**src/rtl/alu_exec_unit.sv**
```systemverilog
// EX-stage ALU: registered single-cycle results/flags plus an optional iterative
// shift-add multiplier writing hi/lo (built only when ALU_MULT_EN is defined).
module alu_exec_unit #(
  parameter int WIDTH = 32
) (
  input  logic             clock,
  input  logic             reset,
  input  logic             in_valid,
  input  logic [3:0]       control,
  input  logic [WIDTH-1:0] a,
  input  logic [WIDTH-1:0] b,
  output logic             busy,
  output logic             done,
  output logic [WIDTH-1:0] result,
  output logic             zero,
  output logic             overflow,
  output logic [WIDTH-1:0] hi,
  output logic [WIDTH-1:0] lo,
  output logic             halt,
  output logic [1:0]       dbg_state
);

  typedef enum logic [1:0] {
    IDLE = 2'd0,
    MUL  = 2'd1,
    DONE = 2'd2
  } state_t;

  localparam int CW = $clog2(WIDTH);

  state_t           state;
  logic [WIDTH-1:0] sum;
  logic [WIDTH-1:0] diff;
  logic [WIDTH-1:0] alu_res;
  logic             alu_ovf;
  logic             is_break;
  logic             accept;

  // Handshake: a request is taken on a rising edge when in_valid is high while
  // the unit is idle (busy low) and not halted; anything else is dropped, never queued.
  assign accept    = in_valid && (state == IDLE) && !halt;
  assign is_break  = (control == 4'b1111);
  assign sum       = a + b;
  assign diff      = a - b;
  assign dbg_state = state;

  always_comb begin
    alu_res = '0;
    alu_ovf = 1'b0;
    case (control)
      4'b0000: alu_res = a & b;
      4'b0001: alu_res = a | b;
      4'b0010: begin
        alu_res = sum;
        alu_ovf = (a[WIDTH-1] == b[WIDTH-1]) && (sum[WIDTH-1] != a[WIDTH-1]);
      end
      4'b0011: alu_res = a ^ b;
      4'b0100: alu_res = sum;
      4'b0101: alu_res = diff;
      4'b0110: begin
        alu_res = diff;
        alu_ovf = (a[WIDTH-1] != b[WIDTH-1]) && (diff[WIDTH-1] != a[WIDTH-1]);
      end
      4'b0111: alu_res = {{(WIDTH-1){1'b0}}, ($signed(a) < $signed(b))};
      4'b1010: alu_res = b << (WIDTH/2);
      4'b1011: alu_res = {{(WIDTH-1){1'b0}}, (a < b)};
      4'b1100, 4'b1101: alu_res = sum;
      default: alu_res = '0;
    endcase
  end

`ifdef ALU_MULT_EN
  logic [WIDTH-1:0]   mcand;
  logic [2*WIDTH-1:0] prod;
  logic [CW-1:0]      cnt;
  logic               neg_prod;
  logic               is_mult;
  logic               signed_op;
  logic [WIDTH-1:0]   mag_a;
  logic [WIDTH-1:0]   mag_b;
  logic [WIDTH:0]     acc;

  assign is_mult   = (control == 4'b1000) || (control == 4'b1001);
  assign signed_op = (control == 4'b1000);
  // Negating the most-negative value wraps to itself, which is its correct unsigned magnitude.
  assign mag_a     = (signed_op && a[WIDTH-1]) ? -a : a;
  assign mag_b     = (signed_op && b[WIDTH-1]) ? -b : b;
  // Upper half accumulates the multiplicand; the multiplier shifts out of the low half.
  assign acc       = {1'b0, prod[2*WIDTH-1:WIDTH]} + (prod[0] ? {1'b0, mcand} : '0);
`else
  assign busy = 1'b0;
  assign hi   = '0;
  assign lo   = '0;
`endif

  always_ff @(posedge clock or posedge reset) begin
    if (reset) begin
      state    <= IDLE;
      done     <= 1'b0;
      result   <= '0;
      zero     <= 1'b1;
      overflow <= 1'b0;
      halt     <= 1'b0;
`ifdef ALU_MULT_EN
      busy     <= 1'b0;
      hi       <= '0;
      lo       <= '0;
      mcand    <= '0;
      prod     <= '0;
      cnt      <= '0;
      neg_prod <= 1'b0;
`endif
    end else begin
      done <= 1'b0;
      case (state)
        IDLE: begin
          if (accept) begin
            if (is_break) begin
              halt <= 1'b1;
              done <= 1'b1;
            end
`ifdef ALU_MULT_EN
            else if (is_mult) begin
              busy     <= 1'b1;
              state    <= MUL;
              mcand    <= mag_a;
              prod     <= {{WIDTH{1'b0}}, mag_b};
              cnt      <= '0;
              neg_prod <= signed_op && (a[WIDTH-1] ^ b[WIDTH-1]);
            end
`endif
            else begin
              result   <= alu_res;
              zero     <= (alu_res == '0);
              overflow <= alu_ovf;
              done     <= 1'b1;
            end
          end
        end
`ifdef ALU_MULT_EN
        MUL: begin
          prod <= {acc, prod[WIDTH-1:1]};
          cnt  <= cnt + 1'b1;
          if (cnt == CW'(WIDTH-1)) state <= DONE;
        end
        DONE: begin
          {hi, lo} <= neg_prod ? -prod : prod;
          done     <= 1'b1;
          busy     <= 1'b0;
          state    <= IDLE;
        end
`endif
        default: state <= IDLE;
      endcase
    end
  end

endmodule

```
**config.mk**
```make
export PLATFORM = sky130hd
export DESIGN_NAME = alu_exec_unit
export DESIGN_NICKNAME = d
export VERILOG_FILES = /design/src/rtl/alu_exec_unit.sv
export SDC_FILE = /design/constraint.sdc
export NUM_CORES = 1
export LEC_CHECK = 0
export BUFFER_PORTS_ARGS = -buffer_cell sky130_fd_sc_hd__buf_2
export CAP_MARGIN = 15
export CORE_MARGIN = 4
export CORE_UTILIZATION = 40
export DETAILED_ROUTE_END_ITERATION = 6
export PLACE_DENSITY_LB_ADDON = 0.08
export SLEW_MARGIN = 10
export SYNTH_ARGS = -nofsm -noshare
export SYNTH_HDL_FRONTEND = slang
export SYNTH_SLANG_ARGS = --single-unit
```
**constraint.sdc**
```tcl
create_clock -name clock -period 5.1 [get_ports clock]
set_clock_uncertainty 0.1 [all_clocks]
set_input_delay 0.255 -clock clock [delete_from_list [all_inputs] [get_ports clock]]
set_output_delay 0.255 -clock clock [all_outputs]
set_load 0.02 [all_outputs]
```
## Yosys cells after proc, flatten, opt, wreduce, memory -nomap -nowiden

Index checks and enable logic that the tools add are counted.

| operators by class | value |
|---|---|
| reduce and logical (&&, ||, !) cells | 10 |
| muxes and demuxes | 3 |
| add/subtract/negate cells | 2 |
| equality and inequality tests | 16 |
| magnitude comparators | 2 |
| bitwise logic cells | 4 |

Operator list:

| operator | count |
|---|---|
| $pmux 32 s8 | 1 |
| $lt 32x32->1 | 2 |
| $add 32x32->32 | 1 |
| $and 32x32->32 | 1 |
| $logic_not 32->1 | 1 |
| $or 32x32->32 | 1 |
| $sub 32x32->32 | 1 |
| $xor 32x32->32 | 1 |
| $eq 4x4->1 const B | 5 |
| $eq 4x3->1 const B | 4 |
| $eq 4x2->1 const B | 2 |
| $eq 4x1->1 const B | 1 |
| $logic_not 4->1 | 1 |
| $reduce_and 2->1 | 2 |
| $reduce_or 4->1 | 1 |
| $logic_and 1x1->1 | 3 |
| $ne 1x1->1 | 3 |
| $pmux 1 s2 | 1 |
| $reduce_or 2->1 | 1 |
| $eq 1x1->1 | 1 |
| $logic_not 1->1 | 1 |
| $mux 1 | 1 |
| $not 1->1 | 1 |

| storage, ports and cells | value |
|---|---|
| bits in registers | 36 |
| output and inout bits | 103 |
| word-level logic and storage cells | 42 |
| input bits | 71 |

## Depth between registers and ports, before layout

Gate-level depths: netlist (run 1).

| logic depth | value |
|---|---|
| word-level depth | 4 |
| gate-level depth with buffers | 14 |
| mapped depth without buffers | 13 |

## Least setup slack after synthesis (run 1)

No wires, ideal clock.

| timing | value |
|---|---|
| path type | input to register |
| start | input a[1] |
| end | register zero |
| path buffers | 0 |
| library setup time | 0.072 ns |
| slack | 1.759 ns |
| cell stages on the path | 12 |
| arrival | 3.169 ns |
| data required time | 4.928 ns |
| cell sequence | inv_1 ha_1 o21ba_1 or4_4 a2111o_1 a31o_1 o2bb2ai_2 o211ai_1 or4b_1 nor4_1 nand4_1 o21ai_1 |

| on the way | value |
|---|---|
| cells in the longest elaborated chain, start to end | 3 |
| elaborated cells between the ends (all ways) | 9 |
| those cells by class | add/sub (2); order compare (2); mux (1); bitwise (3); reduce/logical (1) |

Ends and longest elaborated chain:

| element | line | text |
|---|---|---|
| start, declared | 10 | `input logic [WIDTH-1:0] a,` |
| $add 32x32->32, or another cell as far along | 43 | `assign sum = a + b;` |
| $pmux 32 s8 * | 50 | `case (control)` |
| $logic_not 32->1 * | 134 | `zero <= (alu_res == '0);` |
| end signal, assigned | 134 |  |
| end, declared | 15 | `output logic zero,` |

Mark *: on every way between the ends. The rest lies on a longest branch, timed or not.
A chain may end at the register's enable or synchronous reset.

## Worst setup path after layout (run 1)

| timing | value |
|---|---|
| start | input control[0] |
| end | register zero |

| on the way | value |
|---|---|
| cells in the longest elaborated chain, start to end | 4 |
| elaborated cells between the ends (all ways) | 19 |
| those cells by class | eq/ne (12); mux (1); bitwise (1); reduce/logical (5) |

Ends and longest elaborated chain:

| element | line | text |
|---|---|---|
| start, declared | 9 | `input logic [3:0] control,` |
| $eq 4x4->1, or another cell as far along | 50 |  |
| $reduce_or 4->1 (no source line) / $reduce_or 2->1 (equally long branches) | - |  |
| $pmux 32 s8 | 50 |  |
| $logic_not 32->1 | 134 |  |

Parallel ways exist; a longest one is shown, timed or not.

==> results of run 1 <==
[cell usage in the layout, fill, tap and decap left out, types with 9 or more instances in the layout]
cell type and count:
inv_1 100, nand2b_1 13, o21ai_0 74, buf_4 19, nand3_1 22, nand2_1 79
buf_2 106, a221oi_1 10, conb_1 67, a31oi_1 14, dfrtp_1 35, a22oi_1 16
a21oi_1 85, nor2b_1 15, o211ai_1 18, ha_1 97, a211oi_1 18, nor2_1 68
o31ai_1 19, nor4_1 13, o21bai_1 9, a21o_1 14, nor3_1 25
[per-stage QoR]
| step | area (sq um) | setup slack, ns | total power [mW] |
|---|---|---|---|
| after floorplan | 8100 | 1.76 | 1.32 |
| after global placement | 8360 | 0.732 | 1.71 |
| after detailed placement | 8360 | 0.770 | 1.70 |
| after CTS | 8540 | 1.05 | 2.06 |
| after global routing | 8550 | 0.834 | 2.21 |
| final | 8550 | 1.01 | 2.08 |
[sequential cells by signal, summed over array words and instances (netlist names)]
register,cells
done,1
halt,1
result,32
zero,1
overflow,1
[cell type report]
cell class | instances | area [sq um] | share of cell area [%]
multi-input combinational | 889 | 6090 | 71.3
inverter | 100 | 375 | 4.39
timing repair buffer | 126 | 683 | 7.99
sequential | 36 | 902 | 10.6
clock inverter | 3 | 42.5 | 0.498
clock buffer | 5 | 125 | 1.46
tap | 260 | 325 | 3.81
[critical path: stages]
cell and delay [ns]:
buf_2 0.41, and2b_1 0.71, o32ai_4 0.37, a22oi_1 0.24, or4b_2 0.60, o31ai_1 0.14, nand4_1 0.22, or4b_1 0.60
nor4_1 0.34, nand4_1 0.14, o21ai_1 0.15
[power by group through the flow]
stage | combinational [mW] | sequential, mW | clock [mW]
2_1_floorplan | 0.708 | 0.608 | 0
3_3_place_gp | 1.23 | 0.475 | 0
3_5_place_dp | 1.23 | 0.474 | 0
4_1_cts | 1.24 | 0.468 | 0.357
5_1_grt | 1.36 | 0.486 | 0.369
6_report | 1.26 | 0.469 | 0.352
[timing repair]
| item | CTS | global route |
|---|---|---|
| endpoints found under the hold margin | 26 | 0 |
| setup endpoints to repair | 0 | 0 |
| buffers inserted | 0 | 0 |
| hold buffers | 1 | 0 |
[cell families (layout without fill, tap and decap cells)]
group                    after synthesis  after routing  share of synthesized area [%]
AO/OA/AOI/OAI                        404            404                           36.1
adder cells (fa/ha/maj)               99             99                           16.0
AND/OR/NAND/NOR                      299            299                           19.3
buffers and inverters                233            234                           14.6
flip-flops                            36             36                           11.5
XOR/XNOR                              10             10                           1.12
multiplexers                          10             10                           1.40
other                                  1             67                         0.0478
[metal layers]
layer	track usage (%)	routed length (um)
met4	8.50	952
met5	0	0
met2	39.4	13000
met3	6.55	3460
met1	41.0	14600
[final timing paths]
path	endpoint
min in group asynchronous	result[20]
max in group asynchronous	zero
min reg2reg	halt
min	halt
max	zero
max reg2reg	zero
==> metrics.md, run 1 <==
| Metric | Value |
|---|---|
| Rows | `50` |
| Setup crit end kind | `flip-flop` |
| Initial antenna violation count | `0` |
| Crit path kind | `in -> reg` |
| CTS root buf | `clkbuf_16` |
| Crit path max fanout | `21` |
| Status | `completed` |
| H-tree depth | `2` |
| Synth top area share | `~15%` |
| Core Region | `0.0190 sq mm` |
| PortBufs | `106` |
| Total Routing Usage GR | `between 20 and 30%` |
| Routed WL per cell | `approximately 23 um` |
| Number of global-route vias before repair | `7,757` |
| Residual DRC | `0` |
| Commonest cells in the netlist | `100 x inv_1, 97 x ha_1, 85 x a21oi_1` |
| Largest area contributor in the netlist | `ha_1` |
| Initial core utilization | `41.3%` |
| R2R cell count | `11` |
| CP Launch Point | `control[0]` |
| Finish-stage setup viols | `0` |
| Async SR Flop Fraction | `100%` |
| Layout cells sized above 1 | `14.3%` |
| Worst Path Required | `5.21 ns` |
| Vias | `a little under 9,000` |
| Top FF cell, synth | `dfrtp_1` |
| TritonCTS clock tree | `yes` |
| Hold Vio Cnt, Final | `0` |
| Combinational share of power | `between 60% and 70%` |
| Post-route non-filler standard cell count | `1,419` |
| Fraction of the yosys area taken by sequential cells | `approximately 11%` |
| Antenna diodes | `0` |
| Vias per cell | `6.14` |
| Die Footprint | `0.0219 sq mm` |
| Syn Inst Count | `~1,100` |
| Post_cts resized | `0` |
| Most numerous cell in the Yosys netlist | `inv_1` |
| Final ANT Viol Nets | `0` |
| Worst min-delay path class | `in -> reg` |
| Clock latency on the worst-skew pair | `0.28 ns` |
| Mapped Area | `0.00785 sq mm` |
| Max Freq | `about 240 MHz` |
| Sw frac | `between 40% and 50%` |
| First-pass GRT wire length | `47.7 mm` |
| Synth-to-layout area growth | `8.90%` |
| Reg clk slew, reported paths | `0.06 ns` |
| Psw | `1.04 mW` |
| I/O pin cnt | `174` |
| Crit Reg-Reg Startpoint | `halt` |
| TritonRoute pass-1 iters | `5` |
| Gpl congestion | `1.03` |
| Seq cells post-synth | `36` |
| Slew @ Worst Pin | `0.766 ns` |
| FILL cells | `2,044` |
| Pwr per Cell Area | `between 200 and 250 mW/mm^2` |
| Post-synth EDFFs | `0` |
| Inst Count DP | `1,409` |
| Largest net degree at the start of global routing | `46` |
| Routed wire length | `approximately 32 mm` |
| Die Y | `148 um` |
| Setup TNS | `0 ns` |
| Period utilisation layout | `80.1%` |
| Unique masters post-synth | `89` |
| Num Clock Sinks | `36` |
| Worst EP arrival | `roughly 4.2 ns` |
| Synth area leaders | `ha_1 15%, dfrtp_1 11%, buf_4 6.4%, a21oi_1 5.4%, inv_1 4.8%` |
| Yosys warning total | `0` |
| Hold Crit Depth | `2` |
| Final Core Density | `44.9%` |
| Maximum VDD drop | `137 uV` |
| Sequential share of power | `22.5%` |
| Leak pwr | `4.03 nW` |
| DP Wirelength | `approximately 26 mm` |
| Maxcap violations | `0` |
| Worst hold slack | `0.0878 ns` |
| CP Launch Type | `input pin` |
| CTS Buf Count | `5` |
| NumNets Final | `around 1,300` |
| Reg-to-reg setup timing slack | `1.94 ns` |
| GR Overflow Total | `0` |
| Slew margin rel. | `48.5%` |
| Crit path time final | `4.09 ns` |
| Hold_sp | `in_valid` |
| Internal power | `1.04 mW` |
| Synth Area per Inst | `roughly 7.2 sq um` |
| RSZ-0062 raised after global routing | `false` |
| DR iter-0 viols | `1,022` |
| Clock share of power | `between 10% and 20%` |
| Longest Clk Path Bufs | `2` |
| Max Slew Vio Count | `0` |
| Die width | `148 um` |
(Power assumes the default switching activity.)
==> inputs of run 2 (changes only) <==
==> constraint.sdc (replaced) <==
create_clock -name clock -period 3.9 [get_ports clock]
set_clock_uncertainty 0.1 [all_clocks]
set_input_delay 0.195 -clock clock [delete_from_list [all_inputs] [get_ports clock]]
set_output_delay 0.195 -clock clock [all_outputs]
set_load 0.02 [all_outputs]
==> run 2 against run 1 <==
Via count increased by 2.5%. Clock power increased by 12%. Register-to-register slack got worse by 1.1 ns. Wire length increased by 2.4%. First-iteration DRC count decreased by 4.6%. Total power increased by 33%. Sequential power increased by 32%. Worst hold slack got worse by 0.060 ns. Highest routed layer unchanged.
==> metrics.md, run 2 (same netlist as run 1, synthesis figures left out) <==
| Metric | Value |
|---|---|
| Psw | `1.38 mW` |
| CP Launch Type | `input pin` |
| Setup TNS | `0 ns` |
| Worst Path Required | `roughly 4.0 ns` |
| Slowest cell on crit path | `or4b_1` |
| Total Routing Usage GR | `28.0%` |
| Placed Instance Area | `0.00895 sq mm` |
| Design Area, Final | `0.00911 sq mm` |
| Core Region | `0.0190 sq mm` |
| Hold Crit Depth | `2` |
| Worst min-delay path class | `in -> reg` |
| Finish-stage setup viols | `0` |
| Slew margin rel. | `36.7%` |
| Most flop-heavy register | `result` |
| NumNets Final | `1,402` |
| Slew @ Worst Pin | `0.926 ns` |
| TritonRoute pass-1 iters | `6` |
| CTS Buf Count | `5` |
| Die width | `roughly 150 um` |
| Num Clock Sinks | `36` |
| Post-CTS Setup Repair Bufs | `0` |
| Largest net degree at the start of global routing | `46` |
| Leak pwr | `4.40 nW` |
| Routed wire length | `32.8 mm` |
| I/O pin cnt | `174` |
| RSZ-0062 raised after global routing | `false` |
| FILL cells | `around 2,000` |
| Maxcap violations | `0` |
| Largest stage delay, worst path | `between 0.5 and 0.6 ns` |
| Post-route non-filler standard cell count | `about 1,500` |
| Commonest non-fill, non-tap cell in the layout | `buf_2` |
| Vias | `8,928` |
| Worst EP arrival | `~3.8 ns` |
| Rows | `50` |
| Internal power | `1.39 mW` |
| Clock share of power | `14.2%` |
| Layout cells sized above 1 | `19.5%` |
| Vias per cell | `approximately 6.0` |
| R2R cell count | `11` |
| Sw frac | `49.9%` |
| Pwr per Cell Area | `just over 300 mW/mm^2` |
| Die Y | `148 um` |
| CP most frequent cell | `nand4_1` |
| Number of global-route vias before repair | `8,070` |
| TritonCTS clock tree | `yes` |
| Longest Clk Path Bufs | `2` |
| Hold Vio Cnt, Final | `0` |
| Hold worst-path end | `halt` |
| PortBufs | `106` |
| Setup crit end kind | `flip-flop` |
| Routed WL per cell | `22.0 um` |
| H-tree depth | `2` |
| Reg-to-reg setup timing slack | `0.85 ns` |
| Status | `completed` |
| Hold_sp | `in_valid` |
| Residual DRC | `0` |
| Synth-to-layout area growth | `16.1%` |
| Crit-path cells | `buf_2, inv_1, ha_1, nor3b_1, nor3_1, buf_4, and2_1, nor2_1, a211oi_1, nand4_1, or4b_1, nor4_1, nand4_1, o21ai_1` |
| Max Freq | `about 270 MHz` |
| Maximum VDD drop | `between 200 and 250 uV` |
| Sequential share of power | `22.3%` |
| Commonest non-fill, non-tap cells in the layout | `106 x buf_2, 100 x inv_1, 97 x ha_1` |
| Largest register FFs | `32` |
| DP Wirelength | `26.7 mm` |
| Die Footprint | `between 0.02 and 0.025 sq mm` |
| Final ANT Viol Nets | `0` |
| Inst Count DP | `around 1,500` |
| Period utilisation layout | `94.3%` |
| Crit Reg-Reg Startpoint | `halt` |
| Combinational share of power | `63.6%` |
| Gpl congestion | `approximately 1.0` |
| DR iter-0 viols | `975` |
| FF-to-FF End | `zero` |
| CTS root buf | `clkbuf_16` |
| Max Slew Vio Count | `0` |
| Crit path kind | `in -> reg` |
| First-pass GRT wire length | `~48 mm` |
| Initial antenna violation count | `0` |
| Initial core utilization | `41.3%` |
| Crit path time final | `between 3 and 4 ns` |
| Reg clk slew, reported paths | `0.06 ns` |
| Clock latency on the worst-skew pair | `0.28 ns` |
| Crit path max fanout | `9` |
| GR Overflow Total | `0` |
## run 2: per-layer routing
| layer | up-vias | wire length, um | global-route usage, % |
|---|---|---|---|
| li1 | 4188 | - | - |
| met1 | 4138 | 14800 | 41.3 |
| met2 | 545 | 13300 | 40.7 |
| met3 | 57 | 3320 | 4.54 |
| met4 | 0 | 1370 | 10.9 |
| met5 | - | 0 | 0 |
## run 2: area by class of cell
cell class                      instances  area, sq um  area share [%]
Clock buffer                            5          125            1.37
Tap cell                              260          325            3.57
Multi-Input combinational cell        889         6100            66.9
Sequential cell                        36          902            9.90
Antenna cell                            1         2.50          0.0275
Inverter                              100          375            4.12
Timing Repair Buffer                  200         1260            13.9
Clock inverter                          3         18.8           0.206
## run 2: power by group through the flow
stage	Combinational, mW	Clock, mW	Sequential [mW]
after global routing	1.89	0.416	0.636
final	1.76	0.393	0.618
after detailed placement	1.72	0	0.624
after global placement	1.73	0	0.622
after CTS	1.73	0.402	0.616
after floorplan	0.926	0	0.795
## run 2: metrics by stage
step	utilization, %	total power, mW	hold WS, ns	setup slack [ns]
after CTS	47.9	2.75	0.0260	0.204
after global routing	47.9	2.94	0.0422	0.000855
after global placement	47.1	2.35	0.222	-0.0907
after floorplan	-	1.72	0.212	0.619
final	47.9	2.77	0.0275	0.221
after detailed placement	47.1	2.34	0.228	-0.0817
## run 2: timing repair
item,in CTS,in global routing
resized for setup,0,1
hold buffers,1,0
setup endpoints to repair,0,1
endpoints found under the hold margin,35,0
## run 2: critical path, delay by kind of cell
kind | cells | cell delay, ns
buf+inv | 3 | 0.45
fa+ha+maj | 1 | 0.46
simple gates | 8 | 2.06
compound gates | 2 | 0.63
## run 2: how the worst max path moves through the flow
stage                     from  slack, ns  endpoint
after global routing      b[4]     0.0009      zero
after global placement    b[1]      -0.09      zero
after detailed placement  b[1]      -0.08      zero
after floorplan           a[1]       0.62      zero
final                     b[4]       0.22      zero
after CTS                 b[1]       0.20      zero
==> inputs of run 3 (changes only) <==
--- a/config.mk
+++ b/config.mk
@@ -5,6 +5,7 @@
 export SDC_FILE = /design/constraint.sdc
 export NUM_CORES = 1
 export LEC_CHECK = 0
+export ABC_AREA = 1
 export BUFFER_PORTS_ARGS = -buffer_cell sky130_fd_sc_hd__buf_2
 export CAP_MARGIN = 15
 export CORE_MARGIN = 4
==> run 3 against run 2 <==
Global-route usage increased by 0.58 points. Combinational power is 11% lower. Largest power group unchanged. Critical path depth up 5. Critical path type unchanged.
==> metrics.md, run 3 <==
| Metric | Value |
|---|---|
| Commonest non-fill, non-tap cell in the layout | `nand2_1` |
| Post-CTS Setup Repair Bufs | `0` |
| Slowest cell on crit path | `ha_1` |
| Psw | `~1.3 mW` |
| Register Area | `approximately 900 sq um` |
| Crit-path cells | `buf_2, inv_1, ha_1, nand2_1, nor2_1, nand3_1, nand2_1, nand2_1, nand3_1, nand2_1, nor2_1, nand3_1, nor2_1, nand2_1, nor2_1, nand2_1, nor2_1, nand3_1, nand2_1` |
| Crit path kind | `in -> reg` |
| Synth area leaders | `nand2_1 22%, ha_1 14%, inv_1 12%, dfrtp_1 10%, nand3_1 9.5%` |
| Rows | `52` |
| Sw frac | `between 50% and 60%` |
| PortBufs | `106` |
| Setup TNS | `0 ns` |
| Commonest cells in the netlist | `490 x nand2_1, 278 x inv_1, 186 x nor2_1` |
| Slew margin rel. | `roughly 32%` |
| FILL cells | `2,404` |
| Die Y | `about 150 um` |
| Worst hold slack | `~0.038 ns` |
| Vias | `9,856` |
| Sequential share of power | `22.5%` |
| Maxcap violations | `0` |
| Final ANT Viol Nets | `0` |
| Async SR Flop Fraction | `100%` |
| Most flop-heavy register | `result` |
| Reg clk slew, reported paths | `0.05 ns` |
| Antenna diodes | `0` |
| Layout cells sized above 1 | `8.27%` |
| Max Freq | `335 MHz` |
| NumNets Final | `1,814` |
| Finish-stage setup viols | `0` |
| GR Overflow Total | `0` |
| CTS Buf Count | `5` |
| Number of global-route vias before repair | `approximately 9,000` |
| Hold Vio Cnt, Final | `0` |
| Num Clock Sinks | `36` |
| First-pass GRT wire length | `52.4 mm` |
| Internal power | `around 1.3 mW` |
| Crit path max fanout | `9` |
| Worst min-delay path class | `in -> reg` |
| H-tree depth | `2` |
| Clock latency on the worst-skew pair | `0.28 ns` |
| Synth Area per Inst | `5.41 sq um` |
| Routed WL per cell | `18.3 um` |
| Period utilisation layout | `76.5%` |
| Initial antenna violation count | `0` |
| Largest stage delay, worst path | `around 0.51 ns` |
| Gpl congestion | `1.01` |
| Crit Reg-Reg Startpoint | `halt` |
| Initial core utilization | `41.3%` |
| Seq cells post-synth | `36` |
| Leak pwr | `5.56 nW` |
| CTS root buf | `clkbuf_16` |
| Unique masters post-synth | `38` |
| Synth-to-layout area growth | `7.76%` |
| Clock share of power | `17.1%` |
| Worst Path Required | `4.02 ns` |
| Core Region | `~0.02 sq mm` |
| CP Buf/Inv Count | `2` |
| Post-synth EDFFs | `0` |
| DP Wirelength | `29.3 mm` |
| Largest area contributor in the netlist | `nand2_1` |
| Most numerous cell in the Yosys netlist | `nand2_1` |
| Slew @ Worst Pin | `approximately 1.0 ns` |
| Mapped Area | `0.00846 sq mm` |
| Combinational share of power | `60.4%` |
| Crit path time final | `2.98 ns` |
| Pwr per Cell Area | `285 mW/mm^2` |
| Hold_sp | `in_valid` |
| Max Slew Vio Count | `0` |
| Hold Crit Depth | `2` |
| Largest register FFs | `32` |
| Yosys warning total | `0` |
| Commonest non-fill, non-tap cells in the layout | `489 x nand2_1, 278 x inv_1, 186 x nor2_1` |
| Synth top area share | `a little over a fifth` |
| Longest Clk Path Bufs | `2` |
| FF-to-FF End | `result[28]` |
| Residual DRC | `0` |
| Routed wire length | `approximately 35 mm` |
| Syn Inst Count | `1,563` |
| Die width | `about 150 um` |
| I/O pin cnt | `174` |
| Vias per cell | `5.15` |
| Fraction of the yosys area taken by sequential cells | `10.7%` |
| TritonRoute pass-1 iters | `5` |
| Largest delay contributor family on the critical path | `simple AND/OR/NAND/NOR gates` |
| Setup crit end kind | `flip-flop` |
| Worst EP arrival | `3.10 ns` |
| Hold worst-path end | `halt` |
| CP Launch Type | `input pin` |
| RSZ-0062 raised after global routing | `false` |
| Total Routing Usage GR | `28.6%` |
| Area of the multi-input gates | `0.00603 sq mm` |
| Die Footprint | `0.0235 sq mm` |
| TritonCTS clock tree | `yes` |
| Maximum VDD drop | `between 150 and 200 uV` |
| Top FF cell, synth | `dfrtp_1` |
| R2R cell count | `5` |
| Status | `completed` |
| CP most frequent cell | `nand2_1` |
| DR iter-0 viols | `836` |
| Largest net degree at the start of global routing | `38` |
| Reg-to-reg setup timing slack | `1.92 ns` |
[run 3: changes by cell type after synthesis, sizes merged, moves of 27 or more]
cell	before	now
a21oi	85	58
inv	100	280
o21ai	78	32
clkbuf	50	7
nor2	68	187
nand2	79	491
nand3	22	163
[run 3: power by group through the flow]
stage	logic (mW)	clock network [mW]	registers (mW)
6_report	1.57	0.444	0.584
2_1_floorplan	0.904	0	0.752
3_3_place_gp	1.55	0	0.582
4_1_cts	1.55	0.459	0.585
3_5_place_dp	1.54	0	0.590
5_1_grt	1.73	0.474	0.604
[run 3: logic make-up after synthesis]
logic type | synth area share [%]
flops | 10.7
xor+xnor | 0.207
compound gates | 10.2
buf+inv | 21.1
simple gates | 43.0
fa+ha+maj | 14.8
other cells | 0.0443
[run 3: worst max path at each step]
stage	from	end	slack (ns)	depth (start not counted)
floorplan	a[0]	zero	1.79	16
global placement	b[7]	zero	0.66	19
detailed placement	b[6]	zero	0.76	19
CTS	b[6]	zero	1.04	19
global route	b[6]	zero	0.68	19
finish	b[6]	zero	0.92	19
[run 3: what timing repair did]
| action | CTS | global route |
|---|---|---|
| gates resized for setup | 0 | 0 |
| endpoints found under the setup margin | 0 | 0 |
| hold buffers | 1 | 0 |
| endpoints found under the hold margin | 35 | 0 |
[run 3: final cells by class]
cell class | instances | area share, %
sequential | 36 | 9.89
timing repair buffer | 119 | 6.91
clock inverter | 2 | 0.384
clock buffer | 6 | 1.41
tap | 270 | 3.70
inverter | 281 | 11.6
multi-input combinational | 1201 | 66.1
[run 3: metrics by stage]
| step | setup WS, ns | area (sq um) | instances | total power, mW | util (%) |
|---|---|---|---|---|---|
| after floorplan | 1.79 | 8710 | 1629 | 1.66 | - |
| after global placement | 0.662 | 8950 | 1906 | 2.13 | 43.7 |
| after detailed placement | 0.761 | 8950 | 1906 | 2.13 | 43.7 |
| after CTS | 1.04 | 9120 | 1915 | 2.59 | 44.5 |
| after global routing | 0.682 | 9120 | 1915 | 2.81 | 44.5 |
| final | 0.918 | 9120 | 1915 | 2.60 | 44.5 |
[run 3: worst reg2reg max path, delay by kind of cell, from the launching register on]
family                 cells  cell delay, ns
DFF                        1            0.41
buffers and inverters      2            0.90
and+or+nand+nor            3            0.46
[run 3: layer usage]
layer | GRT usage, % | share of wire [%]
met2 | 45.2 | 43
met1 | 40.1 | 45
met3 | 5.91 | 10
met4 | 6.94 | 2.4
met5 | 0 | 0
